[src/rtl/ut_button_events_pkg.sv]
`default_nettype none
// ============================================================================
// Module      : ut_pkg
// Description : Shared types and constants for the button event unit.
// Revision    : 1.0 - initial release
// ============================================================================
package ut_pkg;

    localparam int   BTN_COUNT   = 4;
    localparam int   BTN_IDX_W   = 2;
    localparam logic EVT_PRESS   = 1'b1;
    localparam logic EVT_RELEASE = 1'b0;

    // {kind, idx}: kind 1 = press, 0 = release
    typedef logic [BTN_IDX_W:0] evt_code_t;

    function automatic evt_code_t make_evt(input logic kind, input logic [BTN_IDX_W-1:0] idx);
        return {kind, idx};
    endfunction

endpackage
`default_nettype wire

[src/rtl/ut_button_events_if.sv]
`default_nettype none
// ============================================================================
// Module      : ut_button_events_if
// Description : Valid/ready event port between the button unit and the MCU.
// Revision    : 1.0 - initial release
// ============================================================================
interface ut_button_events_if;
    import ut_pkg::*;

    logic      evt_valid;
    logic      evt_ready;
    evt_code_t evt_code;

    modport master (output evt_valid, output evt_code, input evt_ready);
    modport slave  (input evt_valid, input evt_code, output evt_ready);

endinterface
`default_nettype wire

[src/rtl/ut_button_events_debounce.sv]
`default_nettype none
// ============================================================================
// Module      : ut_debounce
// Description : Two-flop synchroniser plus stability counter for one
//               active-low button; emits a one-cycle strobe on level change.
// Revision    : 1.0 - initial release
// ============================================================================
module ut_debounce #(
    parameter int DEBOUNCE_CYCLES = 12000
) (
    input  wire logic clk,
    input  wire logic rst,
    input  wire logic i_pin_n,
    output logic      o_stable,
    output logic      o_change
);

    localparam int                 c_cnt_w   = $clog2(DEBOUNCE_CYCLES);
    localparam logic [c_cnt_w-1:0] c_cnt_max = c_cnt_w'(DEBOUNCE_CYCLES - 1);

    logic               r_sync1;
    logic               r_sync2;
    logic [c_cnt_w-1:0] r_cnt;
    logic               r_stable;
    logic               r_change;
    logic               w_sync_hi;

    assign w_sync_hi = ~r_sync2;

    always_ff @(posedge clk) begin
        if (rst) begin
            // Synchronisers preset to the released (high) pin level
            r_sync1  <= 1'b1;
            r_sync2  <= 1'b1;
            r_cnt    <= '0;
            r_stable <= 1'b0;
            r_change <= 1'b0;
        end else begin
            r_sync1  <= i_pin_n;
            r_sync2  <= r_sync1;
            r_change <= 1'b0;
            if (w_sync_hi == r_stable) begin
                r_cnt <= '0;
            end else if (r_cnt == c_cnt_max) begin
                r_stable <= ~r_stable;
                r_cnt    <= '0;
                r_change <= 1'b1;
            end else begin
                r_cnt <= r_cnt + 1'b1;
            end
        end
    end

    assign o_stable = r_stable;
    assign o_change = r_change;

endmodule
`default_nettype wire

[src/rtl/ut_button_events.sv]
`default_nettype none
// ============================================================================
// Module      : ut_button_events
// Description : Debounces four active-low buttons and queues press/release
//               events in a first-word-fall-through FIFO for the probe MCU.
// Revision    : 1.0 - initial release
// ============================================================================
module ut_button_events
    import ut_pkg::*;
#(
    parameter int DEBOUNCE_CYCLES = 12000,
    parameter int FIFO_DEPTH      = 4
) (
    input  wire logic               clk,
    input  wire logic               rst,
    input  wire logic               but_1,
    input  wire logic               but_2,
    input  wire logic               but_3,
    input  wire logic               but_4,
    ut_button_events_if.master      evt,
    output logic [BTN_COUNT-1:0]    btn_state,
    output logic                    overflow,
    input  wire logic               clr_overflow
);

    localparam int c_ptr_w = $clog2(FIFO_DEPTH);
    localparam int c_cnt_w = c_ptr_w + 1;

    logic [BTN_COUNT-1:0] w_pins_n;
    logic [BTN_COUNT-1:0] w_stable;
    logic [BTN_COUNT-1:0] w_change;

    logic [BTN_COUNT-1:0] r_pending;
    logic [BTN_COUNT-1:0] r_kind;
    logic                 w_arb_valid;
    logic [BTN_IDX_W-1:0] w_arb_idx;
    evt_code_t            w_push_code;

    evt_code_t            r_mem [FIFO_DEPTH];
    logic [c_ptr_w-1:0]   r_wr_ptr;
    logic [c_ptr_w-1:0]   r_rd_ptr;
    logic [c_cnt_w-1:0]   r_count;
    logic                 r_overflow;
    logic                 w_empty;
    logic                 w_full;
    logic                 w_pop;
    logic                 w_push;
    logic                 w_drop;

    assign w_pins_n = {but_4, but_3, but_2, but_1};

    for (genvar gi = 0; gi < BTN_COUNT; gi++) begin : g_debounce
        ut_debounce #(
            .DEBOUNCE_CYCLES (DEBOUNCE_CYCLES)
        ) u_debounce (
            .clk      (clk),
            .rst      (rst),
            .i_pin_n  (w_pins_n[gi]),
            .o_stable (w_stable[gi]),
            .o_change (w_change[gi])
        );
    end

    // Lowest-index pending button wins; scanning downward lets index 0 override
    always_comb begin
        w_arb_valid = |r_pending;
        w_arb_idx   = '0;
        for (int i = BTN_COUNT - 1; i >= 0; i--) begin
            if (r_pending[i]) begin
                w_arb_idx = BTN_IDX_W'(i);
            end
        end
        w_push_code = make_evt(r_kind[w_arb_idx], w_arb_idx);
    end

    always_ff @(posedge clk) begin
        if (rst) begin
            r_pending <= '0;
            r_kind    <= {BTN_COUNT{EVT_RELEASE}};
        end else begin
            for (int i = 0; i < BTN_COUNT; i++) begin
                if (w_change[i]) begin
                    r_pending[i] <= 1'b1;
                    r_kind[i]    <= w_stable[i] ? EVT_PRESS : EVT_RELEASE;
                end else if (w_arb_valid && (w_arb_idx == BTN_IDX_W'(i))) begin
                    // Cleared whether the queue accepts or drops the event
                    r_pending[i] <= 1'b0;
                end
            end
        end
    end

    assign w_empty = (r_count == '0);
    assign w_full  = (r_count == c_cnt_w'(FIFO_DEPTH));
    assign w_pop   = !w_empty && evt.evt_ready;
    assign w_push  = w_arb_valid && (!w_full || w_pop);
    assign w_drop  = w_arb_valid && w_full && !w_pop;

    always_ff @(posedge clk) begin
        if (w_push) begin
            r_mem[r_wr_ptr] <= w_push_code;
        end
    end

    always_ff @(posedge clk) begin
        if (rst) begin
            r_wr_ptr   <= '0;
            r_rd_ptr   <= '0;
            r_count    <= '0;
            r_overflow <= 1'b0;
        end else begin
            if (w_push) begin
                r_wr_ptr <= r_wr_ptr + 1'b1;
            end
            if (w_pop) begin
                r_rd_ptr <= r_rd_ptr + 1'b1;
            end
            if (w_push && !w_pop) begin
                r_count <= r_count + 1'b1;
            end else if (w_pop && !w_push) begin
                r_count <= r_count - 1'b1;
            end
            if (w_drop) begin
                r_overflow <= 1'b1;
            end else if (clr_overflow) begin
                r_overflow <= 1'b0;
            end
        end
    end

    assign evt.evt_valid = !w_empty;
    assign evt.evt_code  = w_empty ? '0 : r_mem[r_rd_ptr];
    assign btn_state     = w_stable;
    assign overflow      = r_overflow;

endmodule
`default_nettype wire

[src/flat_wrapper.sv]
// flat-port wrapper written by rule: the top's interface ports become plain ports
module ut_button_events_flat import ut_pkg::*;
#(
    parameter int DEBOUNCE_CYCLES = 12000,
    parameter int FIFO_DEPTH      = 4
)
  (clk, rst, but_1, but_2, but_3, but_4, btn_state, overflow, clr_overflow, evt_evt_valid, evt_evt_code, evt_evt_ready);
  ut_button_events_if evt_i ();
  input  wire logic clk;
  input  wire logic rst;
  input  wire logic but_1;
  input  wire logic but_2;
  input  wire logic but_3;
  input  wire logic but_4;
  output logic [BTN_COUNT-1:0] btn_state;
  output logic overflow;
  input  wire logic clr_overflow;
  output wire logic [$bits(evt_i.evt_valid)-1:0] evt_evt_valid;
  output wire logic [$bits(evt_i.evt_code)-1:0] evt_evt_code;
  input wire logic [$bits(evt_i.evt_ready)-1:0] evt_evt_ready;
  assign evt_evt_valid = evt_i.evt_valid;
  assign evt_evt_code = evt_i.evt_code;
  assign evt_i.evt_ready = evt_evt_ready;
  ut_button_events #(.DEBOUNCE_CYCLES(DEBOUNCE_CYCLES), .FIFO_DEPTH(FIFO_DEPTH)) u_core (.clk(clk), .rst(rst), .but_1(but_1), .but_2(but_2), .but_3(but_3), .but_4(but_4), .evt(evt_i), .btn_state(btn_state), .overflow(overflow), .clr_overflow(clr_overflow));
endmodule
[config.mk]
export PLATFORM = sky130hd
export DESIGN_NAME = ut_button_events_flat
export DESIGN_NICKNAME = d
export VERILOG_FILES = /design/src/rtl/ut_button_events_pkg.sv /design/src/rtl/ut_button_events_if.sv /design/src/rtl/ut_button_events_debounce.sv /design/src/rtl/ut_button_events.sv /design/src/flat_wrapper.sv
export SDC_FILE = /design/constraint.sdc
export NUM_CORES = 1
export LEC_CHECK = 0
export CAP_MARGIN = 20
export CORE_MARGIN = 5
export CORE_UTILIZATION = 30
export DETAILED_ROUTE_END_ITERATION = 7
export SYNTH_ARGS = -nofsm -noshare
export SYNTH_HDL_FRONTEND = slang
export SYNTH_SLANG_ARGS = --single-unit
[constraint.sdc]
create_clock -name clk -period 2.4 [get_ports clk]
set_clock_uncertainty 0.1 [all_clocks]
set_input_delay 0.36 -clock clk [delete_from_list [all_inputs] [get_ports clk]]
set_output_delay 0.36 -clock clk [all_outputs]
set_load 0.01 [all_outputs]
; Yosys cells after proc, flatten, opt, wreduce, memory -nomap -nowiden
; Memory sizes are Yosys's and may differ from the RTL's. A register that Yosys moved wholly into a read port is not among the register bits.
; Index checks and enable logic that the tools add are counted.
[word_totals]
register_bits = 88
elab_cells = 133
mem_bits_rw = 12
in_bits = 8
out_inout_bits = 9
n_memories = 1
[op_classes]
n_reduce_logical = 36
muxes = 31
magnitude_cmp = 1
bitwise = 12
add_sub_neg = 8
eq_ne = 12
[mem_list]
columns = name, words, word_bits, read_ports, rd_ports_with_merged_regs, write_ports, line
row1 = u_core.r_mem, 4, 3, 1, 1, 1, ut_button_events.sv:39  ; evt_code_t r_mem [FIFO_DEPTH];
[op_table]
columns = op, n
row1 = adder 14 x 1 -> 14 bit (second input constant), 4
row2 = equality test 14 bit (second input constant), 4
row3 = 2-to-1 mux 1 bit, 21
row4 = 2-to-1 mux 2 bit, 6
row5 = inverter 1 bit, 12
row6 = nonzero test 2 bit, 6
row7 = OR reduction 3 bit, 4
row8 = logical AND 1 bit, 10
row9 = 2-to-1 mux 3 bit, 3
row10 = AND reduction 2 bit, 4
row11 = OR reduction 2 bit, 4
row12 = adder 2 x 1 -> 2 bit (second input constant), 2
row13 = equality test 1 bit, 4
row14 = equality test 2 bit (second input constant), 2
row15 = logical NOT 1 bit, 4
row16 = OR reduction 4 bit, 1
row17 = adder 3 x 1 -> 3 bit (second input constant), 1
row18 = equality test 3 bit (second input constant), 1
row19 = logical NOT 3 bit, 1
row20 = < comparator 2 x 3 -> 1 bit (second input constant), 1
row21 = subtractor 3 x 1 -> 3 bit (second input constant), 1
row22 = binary-select mux 1 bit (select 2 bit), 1
row23 = equality test 2 x 1 -> 1 bit (second input constant), 1
row24 = logical NOT 2 bit, 1
row25 = logical OR 1 bit, 1

; Depth between registers and ports, before layout
[logic_depth]
word_depth = 9
depth_mapped = 9
ltp_nobuf = 8

; Modules after synthesis
; From an unflattened synthesis, not the netlist that was laid out.
[hier_totals]
hier_cells = 433
area_unflattened_um2 = 4354.2
[by_module_without_submodules]
columns = module, instances, seq_area_each_um2, cells_per_inst, area_per_inst_um2
row1 = ut_debounce (u_core.g_debounce[0].u_debounce ...), 3, 360.3, 81, 757.0
row2 = ut_button_events, 1, 720.7, 109, 1320.0
row3 = ut_debounce (u_core.g_debounce[3].u_debounce), 1, 360.3, 81, 763.2

; Worst setup path after synthesis
; Ideal clock, no wire load.
[synth_path]
path_type = register -> register
startpoint = reg u_core.r_count[0]
endpoint = reg u_core.r_count[2]
synth_period_minus_slack_ns = 2.342
path_stages_with_launch = 10
n_path_buf = 1
slack_ns = 0.058
t_arrival_ns = 2.172
required_time_ns = 2.229
path_cell_list = dfxtp_1 -> or3_1 -> clkbuf_1 -> nand2_1 -> ha_1 -> inv_1 -> fa_1 -> xor2_1 -> or3_1 -> a21oi_1
[synth_via]
elab_chain_len = 8
word_cells_on_any_way = 16
[synth_lines]
columns = element, line
row1 = from (decl), ut_button_events.sv:42  ; logic [c_cnt_w-1:0] r_count;
row2 = from (signal assigned), ut_button_events.sv:119  ; r_count <= r_count + 1'b1;
row3 = from (signal assigned), ut_button_events.sv:121  ; r_count <= r_count - 1'b1;
row4 = logical NOT 3 bit *, ut_button_events.sv:93  ; assign w_empty = (r_count == '0);
row5 = logical NOT 1 bit *, n/a
row6 = named net evt_evt_valid, flat_wrapper.sv:18  ; output wire logic [$bits(evt_i.evt_valid)-1:0] evt_evt_valid;
row7 = logical AND 1 bit *, ut_button_events.sv:95  ; assign w_pop = !w_empty && evt.evt_ready;
row8 = logical OR 1 bit, ut_button_events.sv:96  ; assign w_push = w_arb_valid && (!w_full || w_pop);
row9 = logical AND 1 bit, ut_button_events.sv:96
row10 = logical NOT 1 bit, ut_button_events.sv:120  ; end else if (w_pop && !w_push) begin
row11 = logical AND 1 bit, ut_button_events.sv:120
row12 = nonzero test 2 bit (no source line), n/a
; Mark *: on every way through the listed nets, which the timed path passes. The rest lies on a longest branch. The select of a mux whose other input is x is not followed.
; A chain may end at the register's enable or synchronous reset.

; Worst setup path after layout
[layout_path]
startpoint = in evt_evt_ready
endpoint = reg u_core.r_count[2]
[layout_via]
elab_chain_len = 6
word_cells_on_any_way = 9
[layout_lines]
columns = element, line
row1 = from (decl), flat_wrapper.sv:20  ; input wire logic [$bits(evt_i.evt_ready)-1:0] evt_evt_ready;
row2 = logical AND 1 bit *, ut_button_events.sv:95
row3 = logical OR 1 bit *, ut_button_events.sv:96
row4 = logical AND 1 bit *, ut_button_events.sv:96
row5 = named net u_core.w_push, ut_button_events.sv:47  ; logic w_push;
row6 = logical NOT 1 bit, ut_button_events.sv:120
row7 = logical AND 1 bit, ut_button_events.sv:120
row8 = nonzero test 2 bit (no source line), n/a
; Mark *: on every way through the listed nets, which the timed path passes. The rest lies on a longest branch.

==> flow_summary.ini <==
[pwr]
swShare_pct = 21.4
clockPowerShare_pct = 41.0
power.share.combinational_pct = 11.8
power_density_mw_per_mm2 = 786
ir_drop_mv = 0.347
seq_power_share_pct = 47.1
p_sw_mw = 0.830
intPower_mw = 3.05
p_leak_nw = 1.55

[routing]
drcViolationCount = 0
drt_iter0_drc = 85
dr.pass1.iters = 4
route.antenna.remaining_nets = 0
vias = 2868
viasPerCell = 4.48
wl_per_cell_microns = 11.2
finalWirelength_microns = 7170

[floorplanning]
die_h_microns = 129
dieArea_sq_mm = 0.0166
rows = 43
core_area_sq_mm = 0.0139
io_pins = 17
initial_utilization_pct = 30.5
die_w_microns = 129

[synthesis]
synth_commonest_cells = dfxtp_1, nor2_1, xnor2_1, nand3_1, inv_1
syn_inst = 437
avgSynthCellArea_sq_um = 9.69
synthFlopType = dfxtp_1
synth_most_common_cell = dfxtp_1
yosysUniqueCellTypes = 37
synth_area_sq_mm = 0.00424
yosys-top-cells-area = dfxtp_1, edfxtp_1, xnor2_1
syn_nets = 455
synth_area_leader_cell = dfxtp_1
async_flop_share_pct = 0
yosysWarnings = 0
yosysSeqAreaShare_pct = 51.0
synth-edff-count = 12
ys_ff_latch = 102
yosys.area.top_type_share_pct = 42.5

[flow_run]
max-cap-violations = 0

[global_route]
grt.overflow.total = 0
antenna_found_initial = 0
grt_start_max_net_pins = 34
grt_pass1_vias = 2772
grt.total_usage_pct = 9.18
grt_first_pass_wirelength_microns = 12400

[sta]
drv_slew = 0
rsz0062_at_grt = yes
fmax_mhz = 436
relSlewSlack_pct = 63.9
worst_pin_slew_ns = 0.536
setup_ws_ns = 0.108
finalSetupTns_ns = 0
hold_viol_final = 0
setup_viol = 0
finalCritPeriodShare_pct = 95.5
min_period_ns = 2.29

[placement]
portBuffers = 16
gp_congestion = 0.812
dpl_cell_area_sq_mm = 0.00460
post-place-ws_ns = -0.227
hpwl_microns = 5100
dpl.cell_count = 625

[clocking]
cts_buffer_depth = 2
path_clk_slew_ns = 0.06
cts_post_setup_buffers_inserted = 0
cts_tree = done
cts_resized = 0
clock_sinks = 102
cts_buffers = 9
holdBufCountCts = 0
htreeDepth = 3
clock_latency_ns = 0.34
clockRootBuffer = clkbuf_16

[critical_path]
arrival_ns = 2.46
startpoint_type = primary input
critPathMaxFanout = 2
cp.required_ns = 2.57
end_kind = flip-flop
path_class = primary input to flip-flop

[layout]
diodes = 0
final_area_sq_mm = 0.00494
syn2layout_area_growth_pct = 16.6
fillers = 1409
nets = 474
layout-drive-gt1-share_pct = 9.78
finalNonFillerCells = 640
final_core_util_pct = 35.6

[status]
status = complete, no violations

[worst_hold_path]
min_path_type = flip-flop to flip-flop
-- through the flow --
stage	hold slack (ns)	power [mW]
after global routing	0.330	4.07
after global placement	0.295	2.29
after floorplan	0.289	2.11
final	0.311	3.88
after CTS	0.312	3.91
after detailed placement	0.296	2.31
-- per-layer routing --
metal	up-vias	routed length, microns	global-route usage (%)
met5	-	0	0
met4	0	43	2.47
met3	2	292	3.69
met2	41	3470	15.3
met1	1319	3370	11.0
li1	1506	-	-
-- worst max-delay path, stage by stage --
cell	delay, ns
clkdlybuf4s50_1	0.49
nor4b_1	0.08
a21oi_1	0.24
ha_2	0.23
inv_1	0.06
fa_1	0.42
xor2_1	0.15
or3_1	0.30
a21oi_1	0.12
-- cell type report --
cell class                 instances  area, sq um  share of cell area (%)
sequential                       102         2160                    43.8
clock buffer                      12          268                    5.42
clock inverter                     3         65.1                    1.32
tap                              180          225                    4.56
multi-input combinational        302         1930                    39.0
timing repair buffer              23          225                    4.56
inverter                          18         67.6                    1.37
-- cell usage in the layout, fill, tap and decap left out, types with 4 or more instances in the layout --
master and n:
nand4_1 15, nand3_1 22, and2_1 9, nor4_1 12, clkdlybuf4s50_1 16, nor2b_1 4, xor2_1 17, inv_1 18
dfxtp_1 88, xnor2_1 39, a21oi_1 11, o21ai_0 5, edfxtp_1 12, nand2b_1 5, mux2i_1 7, nand2_1 16
nor3_1 13, buf_4 6, nor2_1 84, ha_1 8, clkbuf_16 10, or2_2 11
-- path summary, 6_finish.rpt --
kind                                                              start                                       to  slack (ns)  cells past startpoint
worst max-delay path                                      evt_evt_ready                        u_core.r_count[2]        0.11                      9
worst min-delay path            u_core.g_debounce[3].u_debounce.r_sync1  u_core.g_debounce[3].u_debounce.r_sync2        0.31                      1
worst min register to register  u_core.g_debounce[3].u_debounce.r_sync1  u_core.g_debounce[3].u_debounce.r_sync2        0.31                      1
worst max register to register                        u_core.r_count[2]                        u_core.r_count[2]        0.16                      8
-- registers in the layout, summed over array words and instances (netlist names), named ones only --
name                                   cells
u_core.g_debounce.u_debounce.r_cnt        56
u_core.r_mem                              12
u_core.g_debounce.u_debounce.o_change      4
u_core.g_debounce.u_debounce.o_stable      4
u_core.g_debounce.u_debounce.r_sync1       4
u_core.g_debounce.u_debounce.r_sync2       4
u_core.r_kind                              4
u_core.r_pending                           4
u_core.r_count                             3
u_core.r_rd_ptr                            2
u_core.r_wr_ptr                            2
u_core.overflow                            1
-- cell families (layout without fill, tap and decap cells) --
family	count (synthesis)	count (layout)	share of synthesized area (%)
and+or+nand+nor	206	206	24.6
AOI/OAI and AO/OA	19	19	2.42
adders and majority gates	10	10	3.13
buffers and inverters	33	56	3.69
xor gates and xnor gates	56	56	11.6
muxes	11	11	3.51
DFF	102	102	51.0
-- power groups by stage --
stage / clock network [mW] / registers, mW / logic, mW
after global routing: 1.72 / 1.84 / 0.511
after detailed placement: 0 / 1.86 / 0.444
final: 1.59 / 1.83 / 0.459
after floorplan: 0 / 1.85 / 0.258
after global placement: 0 / 1.86 / 0.431
after CTS: 1.64 / 1.83 / 0.448
Note: power is estimated with default switching activity, not from simulation.
